--- src/rtl/uart_arb_pkg.sv ---
// Shared definitions for the UART TX packet arbiter and its round-robin picker.
package uart_arb_pkg;

  localparam int DEF_NUM_REQ   = 4;
  localparam int DEF_DATA_W    = 8;
  localparam int DEF_MAX_BEATS = 64;
  localparam int DEF_IDLE_TO   = 255;

  localparam int GRANT_W = $clog2(DEF_NUM_REQ);
  localparam int BEAT_W  = $clog2(DEF_MAX_BEATS + 1);
  localparam int IDLE_W  = $clog2(DEF_IDLE_TO + 1);

  typedef enum logic {
    IDLE   = 1'b0,
    STREAM = 1'b1
  } arb_state_t;

  // Folds an index in the range [0, 2n) back into [0, n).
  function automatic int rrWrap(input int idx, input int n);
    return (idx >= n) ? (idx - n) : idx;
  endfunction

endpackage

--- src/rtl/rr_arbiter.sv ---
// Combinational round-robin picker: first requester at or after rr_ptr, wrapping.
module rr_arbiter
  import uart_arb_pkg::*;
#(
  parameter int N = 4,
  parameter int W = (N > 1) ? $clog2(N) : 1
) (
  input  logic [N-1:0] req,
  input  logic [W-1:0] rr_ptr,
  output logic         gnt_valid,
  output logic [W-1:0] gnt_idx
);

  logic [W-1:0] w_cand;

  // Scan from the farthest offset down to zero so the nearest requester after rr_ptr wins.
  always_comb begin
    gnt_valid = 1'b0;
    gnt_idx   = '0;
    w_cand    = '0;
    for (int k = N - 1; k >= 0; k--) begin
      w_cand = W'(rrWrap(int'(rr_ptr) + k, N));
      if (req[w_cand]) begin
        gnt_valid = 1'b1;
        gnt_idx   = w_cand;
      end
    end
  end

endmodule

--- src/rtl/uart_tx_arbiter.sv ---
// Packet-granular round-robin arbiter sharing the UART TX byte stream between requesters.
// The grant is locked for a whole packet; beat-count and idle watchdogs force a release.
module uart_tx_arbiter
  import uart_arb_pkg::*;
#(
  parameter int NUM_REQ   = DEF_NUM_REQ,
  parameter int DATA_W    = DEF_DATA_W,
  parameter int MAX_BEATS = DEF_MAX_BEATS,
  parameter int IDLE_TO   = DEF_IDLE_TO
) (
  input  logic                        clk_clk,
  input  logic                        reset_reset,
  input  logic [NUM_REQ-1:0]          req_valid,
  input  logic [NUM_REQ*DATA_W-1:0]   req_data,
  input  logic [NUM_REQ-1:0]          req_last,
  output logic [NUM_REQ-1:0]          req_ready,
  output logic                        tx_valid,
  output logic [DATA_W-1:0]           tx_data,
  input  logic                        tx_ready,
  output logic [$clog2(NUM_REQ)-1:0]  grant_id,
  output logic                        busy,
  output logic                        abort_pulse
);

  localparam int GW = $clog2(NUM_REQ);
  localparam int BW = $clog2(MAX_BEATS + 1);
  localparam int IW = $clog2(IDLE_TO + 1);

  arb_state_t      r_state;
  logic [GW-1:0]   r_grant_id;
  logic [GW-1:0]   r_rr_ptr;
  logic [BW-1:0]   r_beat_cnt;
  logic [IW-1:0]   r_idle_cnt;
  logic            r_abort;

  logic            w_gnt_valid;
  logic [GW-1:0]   w_gnt_idx;
  logic            w_busy;
  logic            w_gvalid;
  logic            w_glast;
  logic            w_beat;
  logic [GW-1:0]   w_next_ptr;

  rr_arbiter #(
    .N (NUM_REQ),
    .W (GW)
  ) u_rr_arbiter (
    .req       (req_valid),
    .rr_ptr    (r_rr_ptr),
    .gnt_valid (w_gnt_valid),
    .gnt_idx   (w_gnt_idx)
  );

  // Steer the granted requester onto the TX port; nothing is forwarded while idle.
  always_comb begin
    w_busy     = (r_state == STREAM);
    w_gvalid   = req_valid[r_grant_id];
    w_glast    = req_last[r_grant_id];
    tx_valid   = w_busy & w_gvalid;
    tx_data    = w_busy ? req_data[r_grant_id*DATA_W +: DATA_W] : '0;
    req_ready  = '0;
    if (w_busy) begin
      req_ready[r_grant_id] = tx_ready;
    end
    w_beat     = tx_valid & tx_ready;
    w_next_ptr = GW'(rrWrap(int'(r_grant_id) + 1, NUM_REQ));
  end

  // Arbitration FSM with both watchdogs; abort_pulse is registered so it lands in the bubble cycle.
  always_ff @(posedge clk_clk or posedge reset_reset) begin
    if (reset_reset) begin
      r_state    <= IDLE;
      r_grant_id <= '0;
      r_rr_ptr   <= '0;
      r_beat_cnt <= '0;
      r_idle_cnt <= '0;
      r_abort    <= 1'b0;
    end else begin
      r_abort <= 1'b0;
      case (r_state)
        IDLE: begin
          if (w_gnt_valid) begin
            r_grant_id <= w_gnt_idx;
            r_beat_cnt <= '0;
            r_idle_cnt <= '0;
            r_state    <= STREAM;
          end
        end
        STREAM: begin
          if (w_beat) begin
            r_idle_cnt <= '0;
            if (w_glast) begin
              r_state  <= IDLE;
              r_rr_ptr <= w_next_ptr;
            end else if (r_beat_cnt == BW'(MAX_BEATS - 1)) begin
              r_state  <= IDLE;
              r_rr_ptr <= w_next_ptr;
              r_abort  <= 1'b1;
            end else begin
              r_beat_cnt <= r_beat_cnt + 1'b1;
            end
          end else if (!w_gvalid) begin
            if (r_idle_cnt == IW'(IDLE_TO - 1)) begin
              r_state  <= IDLE;
              r_rr_ptr <= w_next_ptr;
              r_abort  <= 1'b1;
            end else begin
              r_idle_cnt <= r_idle_cnt + 1'b1;
            end
          end else begin
            r_idle_cnt <= '0;
          end
        end
        default: r_state <= IDLE;
      endcase
    end
  end

  assign grant_id    = r_grant_id;
  assign busy        = w_busy;
  assign abort_pulse = r_abort;

endmodule
--- config.mk ---
export PLATFORM = sky130hd
export DESIGN_NAME = uart_tx_arbiter
export DESIGN_NICKNAME = d
export VERILOG_FILES = /design/src/rtl/uart_arb_pkg.sv /design/src/rtl/rr_arbiter.sv /design/src/rtl/uart_tx_arbiter.sv
export SDC_FILE = /design/constraint.sdc
export NUM_CORES = 1
export LEC_CHECK = 0
export BUFFER_PORTS_ARGS = -buffer_cell sky130_fd_sc_hd__buf_2
export CAP_MARGIN = 25
export CORE_ASPECT_RATIO = 0.8
export CORE_UTILIZATION = 49
export CTS_BUF_LIST = sky130_fd_sc_hd__clkbuf_16
export CTS_CLUSTER_SIZE = 40
export DETAILED_ROUTE_END_ITERATION = 8
export PLACE_DENSITY = 0.89
export SETUP_SLACK_MARGIN = 0.15
export SLEW_MARGIN = 40
export SYNTH_ARGS = -nofsm -noshare
export SYNTH_HDL_FRONTEND = slang
export SYNTH_HIERARCHICAL = 1
export SYNTH_SLANG_ARGS = --single-unit
--- constraint.sdc ---
create_clock -name clk_clk -period 2.6 [get_ports clk_clk]
set_input_delay 0.39 -clock clk_clk [delete_from_list [all_inputs] [get_ports clk_clk]]
set_output_delay 0.39 -clock clk_clk [all_outputs]
set_load 0.03 [all_outputs]
# == Word-level counts from Yosys, hierarchy flattened ==
# Cells that the tools add are included.
# W data, S select, Z words.
# totals
register_bits,21
out_inout_bits,17
in_bits,43
# classes
eq_ne,9
reduce_logical,6
n_addsub,11
n_shift,1
order_cmp,11
muxes,57
bitwise,4
# op_table
operator,n
$mux W8,5
$shiftx A32 B6 Y8,1
$mux W2,14
$mux W7,4
$mux W1,23
$pmux W8 S2,1
$lt A2 B3 Y1 const B,5
$pmux W7 S2,1
$bmux W1 S2,6
$ge A3 B3 Y1 const B,4
$sub A2 B1 Y2 const B,5
$add A8 B1 Y8 const B,1
$eq A8 B8 Y1 const B,1
$reduce_and A4 Y1,2
$add A7 B1 Y7 const B,1
$eq A7 B6 Y1 const B,1
$add A2 B1 Y3 const B,2
$add A2 B2 Y3 const B,2
$ne A2 B1 Y1 const B,3
$and A4 B4 Y4,1
$mux W4,1
$ne A2 B2 Y1 const B,2
$ne A4 B4 Y1 const B,1
$reduce_and A2 Y1,2
9 further kinds,10

# == Longest topological paths before layout ==
# depth
ltp_word,11
depth_mapped,7
depth_no_buf,6

# == Cells and area by module ==
# The synthesis kept the hierarchy.
# by_module_without_submodules
mod,area_each_um2,cells_per_inst,n_inst,seq_area_each_um2
uart_tx_arbiter,1510.2,145,1,525.5
rr_arbiter,77.6,13,1,0.0

# == Worst setup path before layout ==
# Ideal clock, no wire load.
# synth_path
path_kind,reg2reg
startpoint,"register r_grant_id[0], in the netlist grant_id[0]"
endpoint,register r_rr_ptr[0]
n_path_buf,0
path_stages_with_launch,5
slack_ns,0.427
setup_ns,0.128
t_arrival_ns,2.045
path_cell_list,dfrtp_1 > mux4_2 > nor4_4 > a21oi_2 > mux2_1
# synth_between
elab_chain_len,6
word_cells_on_any_way,19
cone_classes,add/sub (2); order compare (1); eq/ne (2); mux (10); bitwise (2); reduce/logical (2)
# synth_rtl
item,line_no,text
from (decl),uart_tx_arbiter.sv:30,logic [GW-1:0] r_grant_id;
from (signal assigned),uart_tx_arbiter.sv:83,r_grant_id <= w_gnt_idx;
$add A2 B1 Y3 / $bmux W1 S2 (equally long branches),"uart_tx_arbiter.sv:66, uart_tx_arbiter.sv:57",
"$ge A3 B3 Y1, or another cell as far along",uart_arb_pkg.sv:20,return (idx >= n) ? (idx - n) : idx;
$mux W2 / $and A1 B1 Y1 (equally long branches),"uart_arb_pkg.sv:20, uart_tx_arbiter.sv:59",
"$mux W2, or another cell as far along",uart_tx_arbiter.sv:103,if (r_idle_cnt == IW'(IDLE_TO - 1)) begin
"$mux W2, or another cell as far along",uart_tx_arbiter.sv:102,end else if (!w_gvalid) begin
$mux W2 / $reduce_and A4 Y1 (equally long branches),-,
to (signal assigned),uart_tx_arbiter.sv:94,r_rr_ptr <= w_next_ptr;
to (signal assigned),uart_tx_arbiter.sv:97,r_rr_ptr <= w_next_ptr;
to (signal assigned),uart_tx_arbiter.sv:105,r_rr_ptr <= w_next_ptr;
to (decl),uart_tx_arbiter.sv:31,logic [GW-1:0] r_rr_ptr;
# Parallel ways exist; a longest one is shown, timed or not. The select of a mux whose other input is x is not followed.
# A chain may end at the register's enable or synchronous reset.

# == Final worst setup path ==
# layout_path
startpoint,"register r_grant_id[0], in the netlist grant_id[0]"
endpoint,output tx_data[0]
# layout_between
elab_chain_len,2
# layout_rtl
item,line_no,text
$shiftx A32 B6 Y8,uart_tx_arbiter.sv:60,tx_data = w_busy ? req_data[r_grant_id*DATA_W +: DATA_W] : '0;
$mux W8,uart_tx_arbiter.sv:60,
to (decl),uart_tx_arbiter.sv:18,"output logic [DATA_W-1:0] tx_data,"
# Every way passes these cells.

==> impl_metrics.toml <==
[status]
status = "finished clean"

[critical_path]
cp_top_family = "multiplexers"
slowest_delay_ns = 0.52
path_class = "reg -> out"
worstPathRequired_ns = 2.21
worstSetupStartpointType = "flop"
endpoint_kind = "output pin"
cp_slowest_cell = "mux4_2"
cp_cell_sequence = "buf_4 > mux4_2 > and2_1 > buf_2"
cp_max_fo = 14
worstPathArrival_ns = 1.77
critPathBufInv = 2

[placement]
hpwl_mm = 2.957
dp_cells = 254
placed_cell_area_sq_um = 1934
gp_congestion = 0.8157
portBuffers = 59

[synthesis]
yosys.area.top_type_share_pct = 33.10
synth_top_family_by_area = "simple AND/OR/NAND/NOR gates"
synth_area_leader_cell = "dfrtp_1"
synth_compound_area_share_pct = 16.08
syn_inst = 158
yosysSeqAreaShare_pct = 33.10
synth_cell_types = 37
post-synth-top-count-cell = "dfrtp_1"
synth.area.top_cells = "dfrtp_1 (33%), mux4_2 (14%), ha_1 (5.5%)"
synth-simple-area-share_pct = 22.22
synthMuxAreaShare_pct = 19.39
synth_area_sq_um = 1588
synth_adder_area_share_pct = 5.516
synth_edf_count = 0
syn-num-nets = 208
ys.flop_type = "dfrtp_1"
ys_warn_count = 6
synthArstFlopShare_pct = 100.0
synth_common_cells = "dfrtp_1 (21), nand2_1 (17), mux4_2 (10)"
synth_xor_area_share_pct = 0
avgSynthCellArea_sq_um = 10.05
ys_ff_latch = 21

[power_and_ir_drop]
p_leak_nw = 0.9995
p_per_area_nw_per_um2 = 919.6
peakVddDrop_v = 0.0004942

[run]
cap_violations = 0

[cells_and_area]
final_area_sq_um = 2014
syn_to_final_growth_pct = 26.87
antenna_cells = 0
final_cells = 258
num-nets-final = 269
final_util_pct = 65.29
drive_above_1_share_pct = 38.99

[sta]
tightestPinTransition_ns = 0.5669
hold_viol = 0
relSlewSlack_pct = 62.03
maxSlewViolCount = 0
setup-tns-final_ns = 0
rsz0062_at_grt = "false"
finalClockSkew_ns = 0.005656
fmax_mhz = 462.2
hold_ws_ns = 0.1231
post-route-period-util_pct = 83.21
setup_viol = 0
period_minus_slack_ns = 2.163

[floorplanning]
rows = 18
io_pins = 60
die_w_um = 65.65
dieArea_sq_um = 3474
start_util_pct = 51.46
core_area_sq_um = 3085
die_h_um = 52.92

[cts]
cts_tree = "built"
cts_resized = 0
clock_latency_ns = 0.26
hold_buffers = 0
post_cts_buffers = 0
path_clk_slew_ns = 0.06
clock_path_buffers = 2
numCtsBuffers = 3
cts_max_level = 1
cts_sinks = 21
cts-root-buf = "clkbuf_16"

[route]
finalWirelength_mm = 3.726
drtAntennaViolNets = 0
drtPass1Iterations = 4
first_iter_violations = 56
vias = 1486
vias_per_cell = 5.760
drc = 0
wire_per_inst_um = 14.44

[global_route]
overflow = 0
grt_use_total_pct = 24.82
grt_antenna_before_repair = 0
grt_max_degree = 22
grt_pass1_wl_mm = 6.541
grt_pass1_vias = 1368

[min_path]
hold_class = "in -> async"
-- flip-flops by register name, summed over array words and instances (netlist names) --
register / flops
r_beat_cnt: 7
r_rr_ptr: 2
grant_id: 2
r_idle_cnt: 8
busy: 1
abort_pulse: 1
-- routing by layer --
layer	share of wire, %	routed length (um)	vias to the layer above	GRT usage [%]
li1	-	-	715	-
met1	47	1734	732	34.53
met2	49	1831	39	41.50
met3	4.3	160	0	5.388
met4	0	0	0	1.449
met5	0	0	-	0
-- stage by stage --
stage                     worst slack [ns]  total power [mW]
after floorplan                     0.4275             1.263
after global placement              0.6044             1.505
after detailed placement            0.5476             1.528
after CTS                           0.4097             1.861
after global routing                0.2909             1.982
final                               0.4365             1.852
-- power by group --
group	internal, mW	switching [mW]
clock	0.207	0.125
combinational	0.420	0.608
sequential	0.397	0.0959
-- worst register-to-register path, stage by stage, from the launching register on --
cell	delay (ns)
dfrtp_1	0.40
mux4_2	0.62
o41ai_4	0.57
or4_1	0.19
a21oi_1	0.06
-- cells by family (layout without fill, tap and decap cells) --
family,count (synthesis),after routing
AO/OA/AOI/OAI,34,34
AND/OR/NAND/NOR,63,63
flip-flops,21,21
buffers and inverters,15,75
multiplexers,18,18
adder cells (fa/ha/maj),7,7
-- layout by cell type (no fill, tap or decap), drive strengths merged --
cell    instances
buf            63
dfrtp          21
nand2          17
mux4           10
and2            9
a21oi           9
inv             8
and3            7
nor2            7
ha              7
mux2i           6
nand3           5
o21ai           5
o31ai           5
or4             4
a31oi           4
nand2b          3
a41o            3
clkbuf          3
nand4           2
or2             2
or3             2
mux2            2
o41ai           2
a211oi          2
nor4            1
nor2b           1
nand3b          1
o22ai           1
and4            1
a31o            1
o21bai          1
o211a           1
clkinv          1
nor3b           1
-- layout make-up --
class,instances,area (sq um)
clock inverters,1,5.005
inverters,8,30.03
repair buffers,63,325.3
well taps,40,50.05
multi-input cells,122,1003
clock buffers,3,75.07
fillers,247,1071
flip-flops and latches,21,525.5
-- path summary, 6_finish.rpt --
kind | from | endpoint | slack [ns] | cells past startpoint
worst max-delay path | grant_id[0] | tx_data[0] | 0.44 | 4
worst min-delay path | reset_reset | r_idle_cnt[2] | 0.12 | 2
worst max register to register | grant_id[0] | r_idle_cnt[5] | 0.64 | 4
worst min register to register | r_beat_cnt[0] | r_beat_cnt[0] | 0.50 | 1
max in group asynchronous | reset_reset | r_beat_cnt[6] | 2.17 | 2
min in group clk_clk | req_valid[0] | grant_id[0] | 0.49 | 4
No activity file was read; power rests on OpenSTA's default activity.
